<file path="src/rtl/bcd3_to_bin_if.sv">
`default_nettype none
// ============================================================================
// Module   : bcd3_to_bin_if
// Purpose  : Start/busy/done handshake bundle for the 3-digit BCD decoder.
// Revision : 1.0  initial release
// ============================================================================
interface bcd3_to_bin_if;
    logic        start;
    logic [11:0] bcd_in;
    logic        busy;
    logic        done;
    logic [9:0]  bin_out;
    logic        err;

    modport master (
        output start,
        output bcd_in,
        input  busy,
        input  done,
        input  bin_out,
        input  err
    );

    modport slave (
        input  start,
        input  bcd_in,
        output busy,
        output done,
        output bin_out,
        output err
    );
endinterface
`default_nettype wire

</file>
<file path="src/rtl/bcd3_to_bin.sv">
`default_nettype none
// ============================================================================
// Module   : bcd3_to_bin
// Purpose  : Sequential 3-digit BCD to 10-bit binary, reverse double-dabble.
// Revision : 1.0  initial release
// ============================================================================
module bcd3_to_bin (
    input  wire            clk,
    input  wire            rst,
    bcd3_to_bin_if.slave   bus
);

    typedef enum logic [1:0] {
        IDLE  = 2'd0,
        SHIFT = 2'd1,
        DONE  = 2'd2
    } state_t;

    localparam logic [3:0] LAST_COUNT = 4'd9;

    state_t      state;
    logic [11:0] bcd_reg;
    logic [9:0]  bin_reg;
    logic [3:0]  count;
    logic        busy;
    logic        done;
    logic [9:0]  bin_out;
    logic        err;

    logic [21:0] shifted;
    logic [11:0] shifted_bcd;
    logic [9:0]  shifted_bin;
    logic [11:0] adjusted_bcd;
    logic        bad_digit;

    function automatic logic [3:0] adjust_digit(input logic [3:0] d);
        return (d >= 4'd8) ? (d - 4'd3) : d;
    endfunction

    always_comb begin
        shifted      = {bcd_reg, bin_reg} >> 1;
        shifted_bcd  = shifted[21:10];
        shifted_bin  = shifted[9:0];
        adjusted_bcd = {adjust_digit(shifted_bcd[11:8]),
                        adjust_digit(shifted_bcd[7:4]),
                        adjust_digit(shifted_bcd[3:0])};
        bad_digit    = (bus.bcd_in[11:8] > 4'd9) ||
                       (bus.bcd_in[7:4]  > 4'd9) ||
                       (bus.bcd_in[3:0]  > 4'd9);
    end

    always_ff @(posedge clk or posedge rst) begin
        if (rst) begin
            state   <= IDLE;
            bcd_reg <= 12'd0;
            bin_reg <= 10'd0;
            count   <= 4'd0;
            busy    <= 1'b0;
            done    <= 1'b0;
            bin_out <= 10'd0;
            err     <= 1'b0;
        end else begin
            done <= 1'b0;
            case (state)
                // The edge that closes the done cycle also accepts a new
                // request, giving back-to-back conversions every 11 cycles.
                IDLE, DONE: begin
                    busy  <= 1'b0;
                    state <= IDLE;
                    if (bus.start) begin
                        bcd_reg <= bus.bcd_in;
                        bin_reg <= 10'd0;
                        count   <= 4'd0;
                        err     <= 1'b0;
                        if (bad_digit) begin
                            err     <= 1'b1;
                            bin_out <= 10'd0;
                            done    <= 1'b1;
                            state   <= DONE;
                        end else begin
                            busy  <= 1'b1;
                            state <= SHIFT;
                        end
                    end
                end
                SHIFT: begin
                    bcd_reg <= adjusted_bcd;
                    bin_reg <= shifted_bin;
                    count   <= count + 4'd1;
                    if (count == LAST_COUNT) begin
                        bin_out <= shifted_bin;
                        busy    <= 1'b0;
                        done    <= 1'b1;
                        state   <= DONE;
                    end
                end
                default: begin
                    busy  <= 1'b0;
                    state <= IDLE;
                end
            endcase
        end
    end

    assign bus.busy    = busy;
    assign bus.done    = done;
    assign bus.bin_out = bin_out;
    assign bus.err     = err;

endmodule
`default_nettype wire

</file>
<file path="src/flat_wrapper.sv">
// flat-port wrapper written by rule: the top's interface ports become plain ports
module bcd3_to_bin_flat 
  (clk, rst, bus_start, bus_bcd_in, bus_busy, bus_done, bus_bin_out, bus_err);
  bcd3_to_bin_if bus_i ();
  input  wire clk;
  input  wire rst;
  input wire logic [$bits(bus_i.start)-1:0] bus_start;
  input wire logic [$bits(bus_i.bcd_in)-1:0] bus_bcd_in;
  output wire logic [$bits(bus_i.busy)-1:0] bus_busy;
  output wire logic [$bits(bus_i.done)-1:0] bus_done;
  output wire logic [$bits(bus_i.bin_out)-1:0] bus_bin_out;
  output wire logic [$bits(bus_i.err)-1:0] bus_err;
  assign bus_i.start = bus_start;
  assign bus_i.bcd_in = bus_bcd_in;
  assign bus_busy = bus_i.busy;
  assign bus_done = bus_i.done;
  assign bus_bin_out = bus_i.bin_out;
  assign bus_err = bus_i.err;
  bcd3_to_bin u_core (.clk(clk), .rst(rst), .bus(bus_i));
endmodule
</file>
<file path="config.mk">
export PLATFORM = sky130hd
export DESIGN_NAME = bcd3_to_bin_flat
export DESIGN_NICKNAME = d
export VERILOG_FILES = /design/src/rtl/bcd3_to_bin_if.sv /design/src/rtl/bcd3_to_bin.sv /design/src/flat_wrapper.sv
export SDC_FILE = /design/constraint.sdc
export NUM_CORES = 1
export LEC_CHECK = 0
export CAP_MARGIN = 20
export CELL_PAD_IN_SITES_DETAIL_PLACEMENT = 2
export CELL_PAD_IN_SITES_GLOBAL_PLACEMENT = 2
export CORE_ASPECT_RATIO = 2
export CORE_UTILIZATION = 34
export DETAILED_ROUTE_END_ITERATION = 10
export PLACE_DENSITY_LB_ADDON = 0.1
export RECOVER_POWER = 100
export SYNTH_ARGS = -nofsm -noshare
export SYNTH_HDL_FRONTEND = slang
export SYNTH_SLANG_ARGS = --single-unit
</file>
<file path="constraint.sdc">
create_clock -name clk -period 1.6 [get_ports clk]
set_clock_uncertainty 0.2 [all_clocks]
set_input_delay 0.24 -clock clk [delete_from_list [all_inputs] [get_ports clk]]
set_output_delay 0.24 -clock clk [all_outputs]
set_load 0.005 [all_outputs]
</file>
# Word-level counts from Yosys, hierarchy flattened
# Cells that the tools add are included.
# word_totals
register_bits	41
output_inout_bits	13
# op_classes
magnitude_cmp	6
n_addsub	4
mux	25
eq_ne	6
reduce_logical	8
# ops
cell	n
10-bit two-way mux	4
10-bit one-hot mux with 2 select lines	2
12-bit one-hot mux with 2 select lines	1
4-bit two-way mux	4
4-bit greater-than comparator (second input constant)	3
12-bit two-way mux	1
4-bit >= comparator (second input constant)	2
4-bit one-hot mux with 2 select lines	1
4-bit by 2-bit subtractor with 4-bit output (second input constant)	2
1-bit two-way mux	6
2-bit two-way mux	3
4-bit by 1-bit adder with 4-bit output (second input constant)	1
4-bit == test (second input constant)	1
3-bit by 4-bit >= comparator with 1-bit output (second input constant)	1
2-bit by 1-bit inequality test with 1-bit output (second input constant)	2
1-bit one-hot mux with 2 select lines	2
2-bit one-hot mux with 2 select lines	1
2-bit AND reduction	2
4-bit AND reduction	1
3-bit by 2-bit subtractor with 4-bit output (second input constant)	1
2-bit by 1-bit == test with 1-bit output (second input constant)	1
2-bit == test (second input constant)	1
2-bit zero test	1
1-bit logical OR	2
3 further kinds	3

# Longest topological paths before layout
# depth
word_depth	6
mapped_depth	6
mapped_depth_nobuf	5

# Least setup slack after synthesis
# OpenSTA, ideal clock, no wires.
# synth_timing
kind	register to register
start	reg u_core.count[0]
end	reg u_core.done, in the netlist u_core.bus.done
slack_ns	0.147
n_path_buf	1
stages_incl_launch_ff	5
arrival_time_ns	1.135
path_cell_list	dfrtp_1 ha_1 and3b_1 buf_2 a21o_1
# synth_via
elab_chain_len	3
# synth_lines
element	line_no	text
start, declared	bcd3_to_bin.sv:24	logic [3:0] count;
start signal, assigned	bcd3_to_bin.sv:89	count <= count + 4'd1;
4-bit == test	bcd3_to_bin.sv:90	if (count == LAST_COUNT) begin
1-bit two-way mux	bcd3_to_bin.sv:90	
1-bit one-hot mux with 2 select lines	bcd3_to_bin.sv:64	case (state)
end signal, assigned	bcd3_to_bin.sv:63	done <= 1'b0;
end signal, assigned	bcd3_to_bin.sv:78	done <= 1'b1;
end signal, assigned	bcd3_to_bin.sv:93	done <= 1'b1;
end, declared	bcd3_to_bin.sv:26	logic done;
# Every way passes these cells.
# A chain may end at the register's enable or synchronous reset.

# Worst setup path in the final report
# layout_timing
start	reg u_core.state[0]
end	reg u_core.bcd_reg[9]
# layout_via
elab_chain_len	4
# layout_lines
element	line_no	text
start, declared	bcd3_to_bin.sv:21	state_t state;
start signal, assigned	bcd3_to_bin.sv:54	state <= IDLE;
start signal, assigned	bcd3_to_bin.sv:69	state <= IDLE;
start signal, assigned	bcd3_to_bin.sv:79	state <= DONE;
2-bit == test / 2-bit zero test (equally long branches)	bcd3_to_bin.sv:64	
2-bit OR reduction	bcd3_to_bin.sv:64	
2-bit inequality test (no line) / 2-bit nonzero test (equally long branches)	-	
2-bit AND reduction (no line)	-	
end signal, assigned	bcd3_to_bin.sv:71	bcd_reg <= bus.bcd_in;
end signal, assigned	bcd3_to_bin.sv:87	bcd_reg <= adjusted_bcd;
end, declared	bcd3_to_bin.sv:22	logic [11:0] bcd_reg;
# Several ways; a longest one is shown, not always the timed one.

==> impl_metrics.toml <==
[critical_path]
critPathKind = "reg2reg"
cp.required_ns = 1.59
critPathLaunchType = "register"
r2r_slack_ns = 0.04
cpMostUsedCell = "clkbuf_2"
cpLargestDelayFamily = "flip-flops"
arrival_ns = 1.54
cp_max_fo = 5
slowest_delay_ns = 0.41
worstPathCellList = "and2b_1, clkbuf_2, clkbuf_2, a22oi_1, nand2_1"
critPathBufInv = 2
endpoint_kind = "register"
cpMaxStageDelayCell = "dfrtp_1"

[timing]
tightest_slew_ns = 1.04
holdWs_ns = 0.320
period_needed_ns = 1.56
tns_ns = 0
rsz0062_at_grt = "yes"
finalWorstSetupSlack_ns = 0.0449
fmax_ghz = 0.643
finalHoldViolCount = 0
setup_viol_count_final = 0
finalCritPeriodShare = 0.972
final_max_slew_viol_count = 0
max_slew_margin = 0.304

[clock_tree]
root_buffer = "clkbuf_8"
cts_made_buffers = 5
clockBufferDepth = 2
clock_sink_count = 40
clk_latency_ns = 0.30
cts.reportedPaths.clkPinSlew_ns = 0.09
cts_tree = "done"
htreeDepth = 2

[floorplan]
die_w_um = 53.7
rows = 37
die_area_um2 = 5670
fp.coreArea_um2 = 5140
die_y_um = 105
io_pins = 28
initial_utilization = 0.354

[drt]
routedWlPerCell_um = 19.8
drc = 0
via_count = 1582
avgViaCountPerCell = 5.61
drt_pass1_iterations = 4
drt-initial-drc-count = 6
drtAntennaViolNets = 0
drt_wl_total_um = 5580

[yosys]
synth_ff_type = "dfrtp_1"
ys_warn_count = 0
synth_enable_flop_cells = 0
synthesis.area_um2 = 1820
seq_area_frac_synth = 0.550
synth_largest_area_cell = "dfrtp_1"
synth_area_leaders = "dfrtp_1, nand3_1, a22o_1"
synth.ff_latch_count = 40
synth_cells = 172
synth_area_per_cell_um2 = 10.6
ys_types = 31
synth_fp_nets = 193
synth_top_area_frac = 0.550
async_reset_ff_frac = 1.00

[layout]
insertedDiodeCount = 0
final_cell_area_um2 = 2410
synthToLayoutAreaGrowth_pct = 32.3
instances_no_fill = 282
drive_above_1_share = 0.170
final_util = 0.468
layout.cells.most_common_list = "dfrtp_1, buf_4, nand3_1"
nNetsFinal = 244
layout_commonest_cell = "dfrtp_1"
largest_register_ffs = 12

[run]
cap_violations = 0

[placement]
place_ws_ns = -0.258
placed_area_um2 = 2320
place.gp.congestion = 0.712
dp_cells = 269
port_buffers = 27
dp_hpwl_um = 3980

[power]
power_mw = 3.46
intPower_mw = 2.22
p_sw_mw = 1.24
swShare = 0.359
vdd_drop_max_v = 0.000820
power_density_nw_per_um2 = 1440
pwr-share-comb = 0.326
power_frac_seq = 0.429
power.share.clock = 0.244
p_leak_nw = 1.15

[grt]
track_usage = 0.225
grt_pass1_vias = 1817
grt_pass1_wl_um = 9010
antenna_found_initial = 0
grt_max_degree = 41
grt_overflow = 0

[worst_hold_path]
min_path_type = "reg2reg"

[status]
status = "finished, final reports clean"
## timing repair
action,4_1_cts,5_1_grt
hold buffers,0,0
resized for setup,9,7
cloned,0,1
buffers inserted,3,1
setup endpoints to repair,19,9
## layer usage
metal	share of wire	track usage
met5	0	0
met4	0.029	0.113
met3	0.020	0.0274
met2	0.59	0.420
met1	0.36	0.223
## cells by family after synthesis
kind of cell	after synthesis	share of synthesized area
AO/OA/AOI/OAI	56	0.206
XOR/XNOR	4	0.0193
adder cells (fa/ha/maj)	6	0.0413
buffers and inverters	18	0.0474
flip-flops	40	0.550
multiplexers	1	0.00550
AND/OR/NAND/NOR	47	0.130
## layout make-up
| cell class | instances | area, µm² |
|---|---|---|
| tap | 58 | 72.6 |
| fill | 558 | 2730 |
| clock buffer | 5 | 68.8 |
| inverter | 6 | 22.5 |
| sequential | 40 | 1000 |
| multi-input combinational | 115 | 744 |
| clock inverter | 3 | 42.5 |
| timing repair buffer | 55 | 455 |
## worst reg2reg max path, delay by kind of cell, from the launching register on
kind            cells  cell delay [ns]
buf+inv             2             0.32
simple gates        2             0.33
flops               1             0.41
compound gates      1             0.18
## path summary, 6_finish.rpt
check	start	endpoint	cells past startpoint
max	u_core.state[0]	u_core.bcd_reg[9]	5
min	u_core.bcd_reg[11]	u_core.bcd_reg[11]	1
max reg2reg	u_core.state[0]	u_core.bcd_reg[9]	5
min reg2reg	u_core.bcd_reg[11]	u_core.bcd_reg[11]	1
max in group asynchronous	rst	u_core.bcd_reg[11]	3
min in group asynchronous	rst	u_core.bus.bin_out[5]	3
## cells in the mapped netlist, types with 2 or more instances
master,n
inv_1,6
a311oi_1,2
nand4_1,2
a22oi_1,3
o211a_1,2
xnor2_1,4
and2b_1,2
a21o_1,2
a221o_1,2
o22ai_1,2
buf_4,2
a22o_1,10
ha_1,6
nor2_1,4
nand2b_1,2
o21ai_0,16
buf_2,9
nand3b_1,2
a31oi_1,3
dfrtp_1,40
o211ai_1,2
nand3_1,18
nor2b_1,2
nand2_1,13
a21oi_1,10
## power by group through the flow
stage          Clock, mW  Combinational (mW)  Sequential, mW
2_1_floorplan          0               0.712            1.43
3_3_place_gp           0                1.09            1.47
3_5_place_dp           0                1.19            1.51
4_1_cts            0.870                1.22            1.49
5_1_grt            0.913                1.26            1.52
6_report           0.845                1.13            1.48
Note: power is estimated with default switching activity, not from simulation.
